<file path="config.mk">
export PLATFORM = sky130hd
export DESIGN_NAME = data_memory_reader
export DESIGN_NICKNAME = d
export VERILOG_FILES = /design/src/rtl/dmem_pkg.sv /design/src/rtl/dmem_rsp_fifo.sv /design/src/rtl/data_memory_reader.sv
export SDC_FILE = /design/constraint.sdc
export NUM_CORES = 1
export LEC_CHECK = 0
export BUFFER_PORTS_ARGS = -buffer_cell sky130_fd_sc_hd__clkbuf_2
export CAP_MARGIN = 15
export CORE_ASPECT_RATIO = 0.6
export CORE_MARGIN = 3
export CORE_UTILIZATION = 37
export DETAILED_ROUTE_END_ITERATION = 7
export PLACE_DENSITY = 0.61
export SETUP_SLACK_MARGIN = 0.3
export SLEW_MARGIN = 20
export SYNTH_ARGS = -nofsm -noshare
export SYNTH_HDL_FRONTEND = slang
export SYNTH_SLANG_ARGS = --single-unit
export TNS_END_PERCENT = 1
</file>
<file path="constraint.sdc">
create_clock -name clk -period 3.26 [get_ports clk]
set_input_delay 0.652 -clock clk [delete_from_list [all_inputs] [get_ports clk]]
set_output_delay 0.652 -clock clk [all_outputs]
set_load 0.05 [all_outputs]
</file>
<file path="src/rtl/dmem_pkg.sv">
// Shared constants and types for the 72-bit data memory.
// The write-side and read-side modules both import this package.
package dmem_pkg;

   localparam int unsigned DATA_W         = 72;
   localparam int unsigned ADDR_W         = 6;
   localparam int unsigned MEM_DEPTH      = 1 << ADDR_W;
   localparam int unsigned RSP_FIFO_DEPTH = 4;

   typedef struct packed {
      logic [DATA_W-1:0] data;
      logic [ADDR_W-1:0] addr;
   } rsp_t;

   localparam int unsigned RSP_W = $bits(rsp_t);

endpackage

</file>
<file path="src/rtl/dmem_rsp_fifo.sv">
// Synchronous FIFO used to hold read responses, without bypass.
// A push into an empty FIFO becomes visible at head on the following cycle.
module dmem_rsp_fifo #(
   parameter int unsigned WIDTH = 8,
   parameter int unsigned DEPTH = 4,
   localparam int unsigned PTR_W = $clog2(DEPTH),
   localparam int unsigned CNT_W = PTR_W + 1
) (
   input  logic             clk,
   input  logic             reset,
   input  logic             push,
   input  logic [WIDTH-1:0] push_data,
   input  logic             pop,
   output logic [WIDTH-1:0] head,
   output logic [CNT_W-1:0] count
);

   logic [WIDTH-1:0] storage [DEPTH];
   logic [PTR_W-1:0] wr_ptr;
   logic [PTR_W-1:0] rd_ptr;
   logic             do_push;
   logic             do_pop;

   // A pop on empty is ignored; a push on full is only taken alongside a pop.
   assign do_pop  = pop && (count != '0);
   assign do_push = push && ((count != CNT_W'(DEPTH)) || do_pop);

   // NOTE: the data array has no reset; count alone decides which entries are valid.
   always_ff @(posedge clk) begin
      if (do_push) begin
         storage[wr_ptr] <= push_data;
      end
   end

   // NOTE: sequential state uses non-blocking assignments so every flop samples pre-edge values.
   always_ff @(posedge clk or negedge reset) begin
      if (!reset) begin
         wr_ptr <= '0;
         rd_ptr <= '0;
         count  <= '0;
      end else begin
         if (do_push) begin
            wr_ptr <= wr_ptr + PTR_W'(1);
         end
         if (do_pop) begin
            rd_ptr <= rd_ptr + PTR_W'(1);
         end
         case ({do_push, do_pop})
            2'b10:   count <= count + CNT_W'(1);
            2'b01:   count <= count - CNT_W'(1);
            default: count <= count;
         endcase
      end
   end

   assign head = storage[rd_ptr];

endmodule

</file>
<file path="src/rtl/data_memory_reader.sv">
// Read-side controller for the data memory: accepts requests, issues synchronous
// reads, forwards same-cycle write data, and returns words in order through a FIFO.
module data_memory_reader
   import dmem_pkg::*;
#(
   parameter int unsigned FIFO_DEPTH = RSP_FIFO_DEPTH
) (
   input  logic              clk,
   input  logic              reset,
   input  logic              req_valid,
   output logic              req_ready,
   input  logic [ADDR_W-1:0] req_addr,
   output logic              mem_rd_en,
   output logic [ADDR_W-1:0] mem_rd_addr,
   input  logic [DATA_W-1:0] mem_rd_data,
   input  logic              wr_en,
   input  logic [ADDR_W-1:0] wr_addr,
   input  logic [DATA_W-1:0] wr_data,
   output logic              rsp_valid,
   input  logic              rsp_ready,
   output logic [DATA_W-1:0] rsp_data,
   output logic [ADDR_W-1:0] rsp_addr,
   output logic [15:0]       rd_count
);

   localparam int unsigned CNT_W = $clog2(FIFO_DEPTH) + 1;

   logic              acc;
   logic              pop;
   logic              inflight;
   logic [ADDR_W-1:0] inflight_addr;
   logic              fwd;
   logic [DATA_W-1:0] fwd_data;
   logic [CNT_W-1:0]  fifo_count;
   logic [CNT_W-1:0]  occupancy;
   rsp_t              push_entry;
   rsp_t              head_entry;

   // Reserve a FIFO slot for the in-flight read so the capture push never meets a full FIFO.
   assign occupancy = fifo_count + CNT_W'(inflight);
   assign req_ready = reset && (occupancy < CNT_W'(FIFO_DEPTH));
   assign acc       = req_valid && req_ready;

   assign mem_rd_en   = acc;
   assign mem_rd_addr = acc ? req_addr : '0;

   always_ff @(posedge clk or negedge reset) begin
      if (!reset) begin
         inflight      <= 1'b0;
         inflight_addr <= '0;
         fwd           <= 1'b0;
         fwd_data      <= '0;
      end else begin
         inflight <= acc;
         if (acc) begin
            inflight_addr <= req_addr;
            fwd           <= wr_en && (wr_addr == req_addr);
            fwd_data      <= wr_data;
         end
      end
   end

   // NOTE: combinational logic uses blocking assignments with a default first, so no latch is inferred.
   always_comb begin
      push_entry      = '0;
      push_entry.addr = inflight_addr;
      push_entry.data = fwd ? fwd_data : mem_rd_data;
   end

   dmem_rsp_fifo #(
      .WIDTH (RSP_W),
      .DEPTH (FIFO_DEPTH)
   ) u_rsp_fifo (
      .clk       (clk),
      .reset     (reset),
      .push      (inflight),
      .push_data (push_entry),
      .pop       (pop),
      .head      (head_entry),
      .count     (fifo_count)
   );

   // Head is masked when empty so the outputs read zero in and right after reset.
   assign rsp_valid = (fifo_count != '0);
   assign rsp_data  = rsp_valid ? head_entry.data : '0;
   assign rsp_addr  = rsp_valid ? head_entry.addr : '0;
   assign pop       = rsp_valid && rsp_ready;

   always_ff @(posedge clk or negedge reset) begin
      if (!reset) begin
         rd_count <= '0;
      end else if (pop && (rd_count != 16'hFFFF)) begin
         rd_count <= rd_count + 16'd1;
      end
   end

endmodule

</file>
==> flow_summary_export.csv <==
group,metric,value,unit
run_status,status,"completed",
synthesis,yosys.area.top_type_share,0.5524,
synthesis,synthTopCellsByArea,"edfxtp_1 (55%), dfrtp_1 (15%), mux4_2 (10%)",
synthesis,synthFlopType,"edfxtp_1",
global_route,grt_usage,0.1601,
clock_network,h-tree-depth,2,
timing,drv_slew,0,
clock_network,clk_latency,0.54,ns
pwr,power_frac_seq,0.365,
timing,max_slew_margin,0.2837,
pwr,ir_worst_vdd,402.4,uV
job,max_cap_viol_count,0,
clock_network,hold_buffers,0,
timing,maxClockFrequency,345.3,MHz
timing,setup_ws,0.3637,ns
layout,final_cells,1938,
clock_network,cts_tree,"yes",
detailed_routing,routed_via_density,4.898,
layout,antennaDiodeCount,0,
synthesis,ys_async_sr_fraction,0.2482,
synthesis,synth-seq-cells,415,
die,die-area,0.04853,mm^2
detailed_routing,drt-wirelength-per-cell,20.51,um
layout,area_growth,21.97,%
die,die_w,282.4,um
synthesis,synth.most_common_cell,"edfxtp_1",
placed_design,hpwl,24380,um
die,fp.dieH,171.8,um
detailed_routing,drt_first_pass_iters,4,
pwr,p_clk_frac,0.239,
timing,layout_min_cycle_time,2.896,ns
detailed_routing,remaining_drc_errors,0,
synthesis,yosysUniqueCellTypes,47,
placed_design,placed_area,0.01914,mm^2
timing,setup_viol,0,
timing,rsz0062_at_grt,"yes",
global_route,grt_pass1_vias,10018,
detailed_routing,vias,9492,
placed_design,place.gp.congestion,0.7505,
placed_design,port_buffers,263,
timing,tns,0,ns
synthesis,syn_area,0.01696,mm^2
timing,fin_crit_sh,0.8884,
global_route,antenna_found_initial,0,
pwr,power.switching,0.007698,W
detailed_routing,postRouteAntennaNets,0,
worst_setup_path,worst-endpoint-required,2.61,ns
worst_setup_path,crit_type,"reg -> out",
pwr,p_per_area,956.4,mW/mm^2
synthesis,synth_top_cell_by_area,"edfxtp_1",
timing,finClkSkew,0.02526,ns
detailed_routing,wirelength,39740,um
layout,multi_input_comb_area,0.004793,mm^2
hold_path,hp-class,"in -> reg",
pwr,p_int,0.01209,W
pwr,power,0.01978,W
placed_design,post-place-ws,0.7057,ns
clock_network,ctsLongestPathBuffers,3,
global_route,overflow,0,
die,core_area,0.04504,mm^2
synthesis,avgSynthCellArea,16.37,um^2
layout,fill_cells,3973,
die,start_util,0.3765,
timing,worst_pin_slew,1.074,ns
synthesis,yosysSeqAreaShare,0.7044,
layout,layout-drive-gt1-share,0.3884,
synthesis,synth.net_count,1203,
synthesis,synth_edf_count,312,
synthesis,synthCells,1036,
synthesis,yosysWarnings,0,
pwr,switching_share,0.3891,
worst_setup_path,start_kind,"flip-flop",
worst_setup_path,cp-end-kind,"output port",
clock_network,path_clk_slew,0.06,ns
pwr,p_leak,8.106,nW
worst_setup_path,crit_fanout,13,
global_route,grt_start_max_net_pins,81,
worst_setup_path,arrival,2.24,ns
clock_network,cts_root_buf,"clkbuf_16",
pwr,pwr-share-comb,0.396,
clock_network,numClockSinks,415,
clock_network,cts-buffers-inserted,41,
global_route,grt_pass1_wl,59020,um
layout,seq_area,0.01196,mm^2
die,rows,60,
layout,fin_nets,1484,
placed_design,place_inst,1854,
synthesis,synth_common_cells,"edfxtp_1 (312), nand2_1 (226), dfrtp_1 (103), and2_1 (90), mux4_2 (78)",
die,io_pins,264,
layout,post-route-cell-area,0.02069,mm^2
timing,hold_viol,0,
detailed_routing,drt_iter0_drc,604,
## final cells by class
type | instances | area share
Clock buffer | 56 | 0.05534
Clock inverter | 19 | 0.009617
Inverter | 6 | 0.001210
Multi-Input combinational cell | 560 | 0.2317
Sequential cell | 415 | 0.5782
Tap cell | 589 | 0.03563
Timing Repair Buffer | 293 | 0.08831
## power by group through the flow
stage	clock network [W]	logic (W)	registers [W]
detailed placement	0	0.00756	0.00735
global route	0.00510	0.00841	0.00732
floorplan	0	0.00560	0.00722
CTS	0.00487	0.00772	0.00723
global placement	0	0.00752	0.00729
finish	0.00473	0.00784	0.00721
## registers in the layout, indices dropped and copies added (netlist names)
| signal | flops |
|---|---|
| inflight | 1 |
| rd_count | 16 |
| u_rsp_fifo.wr_ptr | 2 |
| fwd_data | 72 |
| fwd | 1 |
| u_rsp_fifo.storage | 312 |
| inflight_addr | 6 |
| u_rsp_fifo.count | 3 |
| u_rsp_fifo.rd_ptr | 2 |
## path summary, 6_finish.rpt
path / startpoint / to / slack (ns) / cells after the start
worst max-delay path: u_rsp_fifo.rd_ptr[0]$_DFFE_PN0N_ / rsp_data[25] / 0.36 / 5
worst min-delay path: wr_data[64] / fwd_data[64]$_DFFE_PN0P_ / 0.30 / 3
worst max register to register: inflight$_DFF_PN0_ / fwd$_DFFE_PN0P_ / 0.98 / 4
worst min register to register: fwd_data[58]$_DFFE_PN0P_ / fwd_data[58]$_DFFE_PN0P_ / 0.47 / 2
max in group asynchronous: reset / fwd_data[28]$_DFFE_PN0P_ / 2.24 / 2
min in group asynchronous: reset / inflight_addr[2]$_DFFE_PN0P_ / 0.35 / 2
## cells by family (layout without fill, tap and decap cells)
kind of cell    count (synthesis)  after routing  synth area share
mux                           153            153            0.1535
compound gates                 21             21          0.009664
xor+xnor                       24             24           0.01239
flops                         415            415            0.7044
simple gates                  356            356           0.09959
buf+inv                        61            374           0.01557
fa+ha+maj                       6              6          0.004869
## worst max-delay path, stage by stage (launching register included)
cell       delay, ns
dfrtp_4         0.44
buf_12          0.13
clkbuf_16       0.22
mux4_2          0.52
and2_1          0.17
clkbuf_2        0.23
## repair_timing
| action | CTS | global route |
|---|---|---|
| resized for setup | 4 | 7 |
| setup buffers | 1 | 4 |
| cloned | 1 | 3 |
| setup endpoints to repair | 79 | 84 |
## cells in the final DEF (no fill, tap or decap), drive strengths merged, types with 7 or more instances in the layout
cell type,count
edfxtp,312
nand2,226
clkinv,12
nand4,9
dfrtp,103
mux2,74
xor2,14
xnor2,10
mux4,78
clkbuf,320
inv,7
buf,29
and2,90
## per-layer routing
metal	wire length (um)	GRT usage	vias up
met5	0	0	-
met4	544	0.02873	0
met3	2113	0.03337	52
met2	18320	0.2542	210
met1	18760	0.2320	4845
li1	-	-	4385
## metrics by stage
stage	hold WS, ns	utilization
CTS	0.2603	0.4562
global route	0.2761	0.4593
global placement	0.4508	0.4249
finish	0.2997	0.4593
detailed placement	0.4572	0.4249
floorplan	0.3564	-
Power figures use the tool's default switching activity.
